File: config.mk
export PLATFORM = sky130hd
export DESIGN_NAME = ifetch
export DESIGN_NICKNAME = d
export VERILOG_FILES = /design/src/rtl/ifetch.sv
export SDC_FILE = /design/constraint.sdc
export NUM_CORES = 1
export LEC_CHECK = 0
export CORE_MARGIN = 2
export CORE_UTILIZATION = 53
export CTS_CLUSTER_SIZE = 28
export DETAILED_ROUTE_END_ITERATION = 10
export PLACE_DENSITY = 0.81
export SETUP_SLACK_MARGIN = 0.4
export SYNTH_ARGS = -nofsm -noshare
export SYNTH_HDL_FRONTEND = slang
export SYNTH_SLANG_ARGS = --single-unit
File: constraint.sdc
create_clock -name clk -period 3.6 [get_ports clk]
set_input_delay 1.08 -clock clk [delete_from_list [all_inputs] [get_ports clk]]
set_output_delay 1.08 -clock clk [all_outputs]
set_load 0.01 [all_outputs]
File: src/rtl/ifetch.sv
// Instruction fetch stage: PC, single-outstanding ROM read sequencing, 2-entry
// instruction FIFO toward decode, redirect handling and sticky fetch error.
module ifetch #(
    parameter logic [31:0] RESET_PC    = 32'h0000_0000,
    parameter int          ADDR_LENGTH = 14,
    parameter int          ROM_DELAY   = 5,
    parameter int          TIMEOUT     = 15
) (
    input  logic        clk,
    input  logic        rst_n,
    input  logic        redirect_valid,
    input  logic [31:0] redirect_pc,
    output logic [31:0] mem_addr,
    output logic        mem_re,
    input  logic [31:0] mem_data,
    input  logic        mem_oe,
    output logic        inst_valid,
    input  logic        inst_ready,
    output logic [31:0] inst,
    output logic [31:0] inst_pc,
    output logic        fetch_err
);

    typedef enum logic [1:0] {
        S_IDLE,
        S_REQ,
        S_WAIT,
        S_HALT
    } state_t;

    localparam int          SETTLE   = ROM_DELAY + 2;
    localparam int          CNT_MAX  = (SETTLE > TIMEOUT) ? SETTLE : TIMEOUT;
    localparam int          CNT_W    = $clog2(CNT_MAX + 1);
    localparam logic [32:0] PC_LIMIT = 33'd1 << (ADDR_LENGTH + 2);
    localparam logic [31:0] NOP      = 32'h0000_0013;

    state_t             r_state;
    logic [CNT_W-1:0]   r_cnt;
    logic [31:0]        r_pc;
    logic               r_discard;
    logic               r_err;
    logic               r_mem_re;
    logic [31:0]        r_mem_addr;

    // FIFO as a two-slot shift register so the head drives the outputs directly.
    logic               r_v0;
    logic               r_v1;
    logic [31:0]        r_d0;
    logic [31:0]        r_d1;
    logic [31:0]        r_p0;
    logic [31:0]        r_p1;

    state_t             w_state;
    logic [CNT_W-1:0]   w_cnt;
    logic [31:0]        w_pc;
    logic               w_discard;
    logic               w_err;
    logic               w_mem_re;
    logic [31:0]        w_mem_addr;
    logic               w_try;
    logic               w_push;
    logic               w_pop;
    logic               w_v0;
    logic               w_v1;
    logic [31:0]        w_d0;
    logic [31:0]        w_d1;
    logic [31:0]        w_p0;
    logic [31:0]        w_p1;
    logic [1:0]         w_occ;

    assign w_pop  = r_v0 & inst_ready;
    assign w_push = (r_state == S_WAIT) && mem_oe && !r_discard && !redirect_valid;

    always_comb begin
        // NOTE: every variable gets its default first so no latch is inferred.
        w_v0 = r_v0;
        w_v1 = r_v1;
        w_d0 = r_d0;
        w_d1 = r_d1;
        w_p0 = r_p0;
        w_p1 = r_p1;
        if (w_pop) begin
            w_v0 = r_v1;
            w_d0 = r_d1;
            w_p0 = r_p1;
            w_v1 = 1'b0;
        end
        if (w_push) begin
            if (!w_v0) begin
                w_v0 = 1'b1;
                w_d0 = mem_data;
                w_p0 = r_pc;
            end else begin
                w_v1 = 1'b1;
                w_d1 = mem_data;
                w_p1 = r_pc;
            end
        end
        if (redirect_valid) begin
            w_v0 = 1'b0;
            w_v1 = 1'b0;
        end
        if (!w_v0) begin
            w_d0 = NOP;
            w_p0 = 32'h0;
        end
        w_occ = {1'b0, w_v0} + {1'b0, w_v1};
    end

    always_comb begin
        w_state    = r_state;
        w_cnt      = r_cnt;
        w_pc       = r_pc;
        w_discard  = r_discard;
        w_err      = r_err;
        w_mem_re   = 1'b0;
        w_mem_addr = r_mem_addr;
        w_try      = 1'b0;

        case (r_state)
            S_IDLE: begin
                if (r_cnt == CNT_W'(SETTLE - 1)) begin
                    w_cnt = '0;
                    w_try = 1'b1;
                end else begin
                    w_cnt = r_cnt + 1'b1;
                end
            end
            S_REQ: begin
                if (r_mem_re) begin
                    // The ROM has already latched this request; a redirect must drop its answer.
                    w_state = S_WAIT;
                    w_cnt   = '0;
                    if (redirect_valid) w_discard = 1'b1;
                end else begin
                    w_try = 1'b1;
                end
            end
            S_WAIT: begin
                if (mem_oe) begin
                    w_discard = 1'b0;
                    w_try     = 1'b1;
                    if (w_push) w_pc = r_pc + 32'd4;
                end else begin
                    if (redirect_valid) w_discard = 1'b1;
                    if (r_cnt >= CNT_W'(TIMEOUT - 1) && !redirect_valid) begin
                        w_err   = 1'b1;
                        w_state = S_HALT;
                    end else if (r_cnt < CNT_W'(TIMEOUT - 1)) begin
                        w_cnt = r_cnt + 1'b1;
                    end
                end
            end
            S_HALT: begin
                if (redirect_valid) begin
                    w_state = S_IDLE;
                    w_cnt   = '0;
                end
            end
            default: w_state = S_IDLE;
        endcase

        if (redirect_valid) begin
            w_pc  = redirect_pc & ~32'h3;
            w_err = 1'b0;
        end

        // An in-flight request reserves one FIFO slot, so issue only below two entries.
        if (w_try) begin
            w_state = S_REQ;
            if ({1'b0, w_pc} >= PC_LIMIT) begin
                w_err   = 1'b1;
                w_state = S_HALT;
            end else if (w_occ != 2'd2) begin
                w_mem_re   = 1'b1;
                w_mem_addr = w_pc;
            end
        end
    end

    always_ff @(posedge clk or negedge rst_n) begin
        if (!rst_n) begin
            r_state    <= S_IDLE;
            r_cnt      <= '0;
            r_pc       <= RESET_PC;
            r_discard  <= 1'b0;
            r_err      <= 1'b0;
            r_mem_re   <= 1'b0;
            r_mem_addr <= RESET_PC;
            r_v0       <= 1'b0;
            r_v1       <= 1'b0;
            r_d0       <= NOP;
            r_d1       <= NOP;
            r_p0       <= 32'h0;
            r_p1       <= 32'h0;
        end else begin
            // NOTE: sequential state uses non-blocking assignments only.
            r_state    <= w_state;
            r_cnt      <= w_cnt;
            r_pc       <= w_pc;
            r_discard  <= w_discard;
            r_err      <= w_err;
            r_mem_re   <= w_mem_re;
            r_mem_addr <= w_mem_addr;
            r_v0       <= w_v0;
            r_v1       <= w_v1;
            r_d0       <= w_d0;
            r_d1       <= w_d1;
            r_p0       <= w_p0;
            r_p1       <= w_p1;
        end
    end

    assign mem_re     = r_mem_re;
    assign mem_addr   = r_mem_addr;
    assign inst_valid = r_v0;
    assign inst       = r_d0;
    assign inst_pc    = r_p0;
    assign fetch_err  = r_err;

endmodule

==> impl_metrics.env <==
export IMPL_synth_async_reset_ratio_pct=100
export IMPL_cts_tree="done"
export IMPL_power_frac_clock_pct=37.3
export IMPL_fmax_mhz=303
export IMPL_cp_max_fo=7
export IMPL_p_per_area_mw_per_mm2=505
export IMPL_cp_arrival_ns=3.68
export IMPL_die_height_um=136
export IMPL_period_minus_slack_ns=3.30
export IMPL_criticalPathCategory="input port to flip-flop"
export IMPL_grt_first_pass_wirelength_um=40200
export IMPL_first_iter_violations=601
export IMPL_hold_class="flip-flop to flip-flop"
export IMPL_final_antenna_net_count=0
export IMPL_placedInstanceArea_sq_mm=0.0113
export IMPL_synth_cell_type_count=59
export IMPL_cpLargestDelayFamily="simple AND/OR/NAND/NOR gates"
export IMPL_p_switching_uw=1770
export IMPL_syn2layout_area_growth_pct=36.4
export IMPL_required_ns=3.98
export IMPL_clock_sinks=203
export IMPL_synth_mux_area_share_pct=10.4
export IMPL_wl_um=24800
export IMPL_ir_worst_vdd_mv=0.316
export IMPL_sw_frac_of_total_pct=28.0
export IMPL_utilization_pct=73.0
export IMPL_numCtsBuffers=22
export IMPL_dr_pass1_iters=5
export IMPL_cp_start_kind="input port"
export IMPL_ys_seq_area_share_pct=55.5
export IMPL_drv_cap=0
export IMPL_clk_latency_ns=0.50
export IMPL_path_buf_inv=4
export IMPL_clock_skew_ns=0.00701
export IMPL_synth_top_area_share_pct=53.8
export IMPL_synth_compound_area_share_pct=11.2
export IMPL_yosysTopAreaCell="dfrtp_1"
export IMPL_yosys_warnings=0
export IMPL_route_detailed_drc=0
export IMPL_synth_area_leaders="dfrtp_1 54%, mux2_2 7.9%, nand2_1 6.7%"
export IMPL_final_period_utilization_pct=91.8
export IMPL_wl_per_cell_um=18.8
export IMPL_grt_ovfl_total=0
export IMPL_hpwl_um=15100
export IMPL_cpPeakStageDelay_ns=0.38
export IMPL_synth_xor_area_share_pct=2.10
export IMPL_syn_area_sq_mm=0.00917
export IMPL_die_w_um=136
export IMPL_yosysMostFrequentCell="dfrtp_1"
export IMPL_place_congestion=0.851
export IMPL_synthAdderAreaFrac_pct=0.410
export IMPL_hold_violations=0
export IMPL_tightest_slew_ns=0.796
export IMPL_grt_start_max_net_pins=94
export IMPL_die_area_sq_mm=0.0184
export IMPL_core_sq_mm=0.0171
export IMPL_rsz0062_at_grt="true"
export IMPL_drive_gt1_share_pct=21.0
export IMPL_finalPower_uw=6310
export IMPL_max_slew_margin_rel_pct=46.5
export IMPL_synth_area_per_cell_sq_um=10.4
export IMPL_num_vias=7574
export IMPL_clockRootBuffer="clkbuf_16"
export IMPL_antenna_found_initial=0
export IMPL_diodes=0
export IMPL_cts_buffer_depth=3
export IMPL_portBuffers=165
export IMPL_vias_per_cell=5.74
export IMPL_synth_common_cells="197 x dfrtp_1, 163 x nand2_1, 81 x nor2_1"
export IMPL_start_util_pct=53.5
export IMPL_clk_pin_slew_ns=0.06
export IMPL_hold_buffers=0
export IMPL_ys_ff_latch=203
export IMPL_grt_total_usage_pct=27.5
export IMPL_cellLeakagePower_uw=0.00548
export IMPL_syn_inst=880
export IMPL_synth_top_family_by_area="simple AND/OR/NAND/NOR gates"
export IMPL_maxSlewViolCount=0
export IMPL_setup_viol_count_final=0
export IMPL_final_cell_area_sq_mm=0.0125
export IMPL_fill_cells=1140
export IMPL_h_tree_depth=1
export IMPL_crit_slowest_cell="nor4_4"
export IMPL_power_frac_seq_pct=45.0
export IMPL_synth_edf_count=0
export IMPL_intPower_uw=4540
export IMPL_row_count=48
export IMPL_ys_flop_type="dfrtp_1"
export IMPL_end_kind="flip-flop"
export IMPL_synth_nets=952
export IMPL_yosys_area_share_simple_pct=17.1
export IMPL_status="finished, final reports clean"
export IMPL_cp_cell_sequence="buf_6, nor3b_4, buf_4, nand4_4, buf_6, nor4_4, xnor2_1, o2111ai_2, nor4_4, nand3_4, bufbuf_16, mux2_4"
export IMPL_num_nets_final=1152
export IMPL_num_io_pins=168
export IMPL_combinationalPowerShare_pct=17.7
export IMPL_grt_pass1_vias=7735
-- metrics by stage --
stage	std cells	hold slack [ns]	setup TNS (ns)	setup slack, ns
global route	1320	0.498	0	0.243
finish	1320	0.489	0	0.295
detailed placement	1251	0.471	-14.18	-0.458
floorplan	880	0.450	0	0.101
global placement	1251	0.462	-13.14	-0.420
CTS	1314	0.488	0	0.379
-- area by class of cell --
cell class | instances | area, sq um | area share (%)
Clock buffer | 33 | 713 | 5.71
Multi-Input combinational cell | 603 | 3970 | 31.8
Inverter | 18 | 67.6 | 0.541
Timing Repair Buffer | 232 | 2320 | 18.5
Clock inverter | 6 | 61.3 | 0.490
Sequential cell | 203 | 5090 | 40.7
Tap cell | 225 | 282 | 2.25
-- metal layers --
layer | track usage, % | share of wire, % | vias up
li1 | - | - | 3478
met5 | 0 | 0 | -
met2 | 44.7 | 47 | 294
met4 | 8.85 | 2.4 | 0
met3 | 4.26 | 6.4 | 50
met1 | 38.5 | 44 | 3752
-- cell families (layout without fill, tap and decap cells) --
group           count (synthesis)  in the layout
compound gates                158            158
xor+xnor                       22             22
fa+ha+maj                       3              3
buf+inv                        75            289
flops                         203            203
mux                            81             81
simple gates                  338            339
-- power by group through the flow --
stage | clock, uW | sequential [uW] | combinational (uW)
after floorplan | 0 | 2800 | 652
after global placement | 0 | 2840 | 1040
after detailed placement | 0 | 2860 | 1070
after CTS | 2390 | 2830 | 1110
after global routing | 2490 | 2870 | 1220
final | 2350 | 2840 | 1120
-- what timing repair did --
action,in CTS,in global routing
pin swaps,10,9
setup endpoints to repair,35,32
cloned,4,0
gates resized for setup,27,12
setup buffers,20,6
-- placed cells by master, fill, tap and decap left out, types with 3 or more instances in the layout --
master | synthesis | layout
dfrtp_1 | 197 | 197
nand2_2 | 0 | 3
nor2b_1 | 3 | 3
clkinv_2 | 0 | 3
and2_1 | 20 | 19
nor2_1 | 81 | 81
inv_1 | 16 | 16
a311oi_1 | 38 | 38
clkbuf_16 | 0 | 23
xor2_1 | 5 | 4
nor4_1 | 8 | 5
mux2_4 | 11 | 14
o31a_1 | 4 | 4
xnor2_1 | 17 | 17
nand4_1 | 7 | 7
nor3_1 | 15 | 11
o21ai_0 | 29 | 27
dfstp_2 | 6 | 6
buf_4 | 1 | 50
and4_1 | 6 | 5
nor4_4 | 1 | 3
a21oi_1 | 61 | 60
nor3_2 | 0 | 3
and3_1 | 5 | 5
buf_6 | 2 | 10
clkbuf_8 | 0 | 11
o22ai_1 | 4 | 3
nand2_1 | 163 | 160
o31ai_1 | 4 | 3
mux2_2 | 64 | 64
nand3_1 | 12 | 12
clkdlybuf4s50_1 | 0 | 162
buf_12 | 0 | 5
-- sequential cells by signal (all words and copies together) (netlist names) --
register    cells
r_pc           32
r_p1           32
r_v1            1
inst_pc        32
mem_addr       32
r_d1           32
r_cnt           4
fetch_err       1
inst           32
r_state         2
mem_re          1
r_discard       1
inst_valid      1
-- tightest hold or removal path, delay by kind of cell, from the launching register on --
kind / cells / cell delay [ns]
AO/OA/AOI/OAI: 1 / 0.06
AND/OR/NAND/NOR: 1 / 0.05
flip-flops: 1 / 0.34
-- final timing paths --
kind,startpoint,to,slack (ns),cells past startpoint
max in group asynchronous,rst_n,r_p1[21],2.14,2
max,redirect_valid,mem_addr[14],0.30,12
min in group asynchronous,rst_n,mem_addr[29],0.63,1
max reg2reg,r_pc[5],mem_addr[14],0.38,10
min reg2reg,r_p1[10],r_p1[10],0.49,2
min,r_p1[10],r_p1[10],0.49,2
Power figures use the tool's default switching activity.
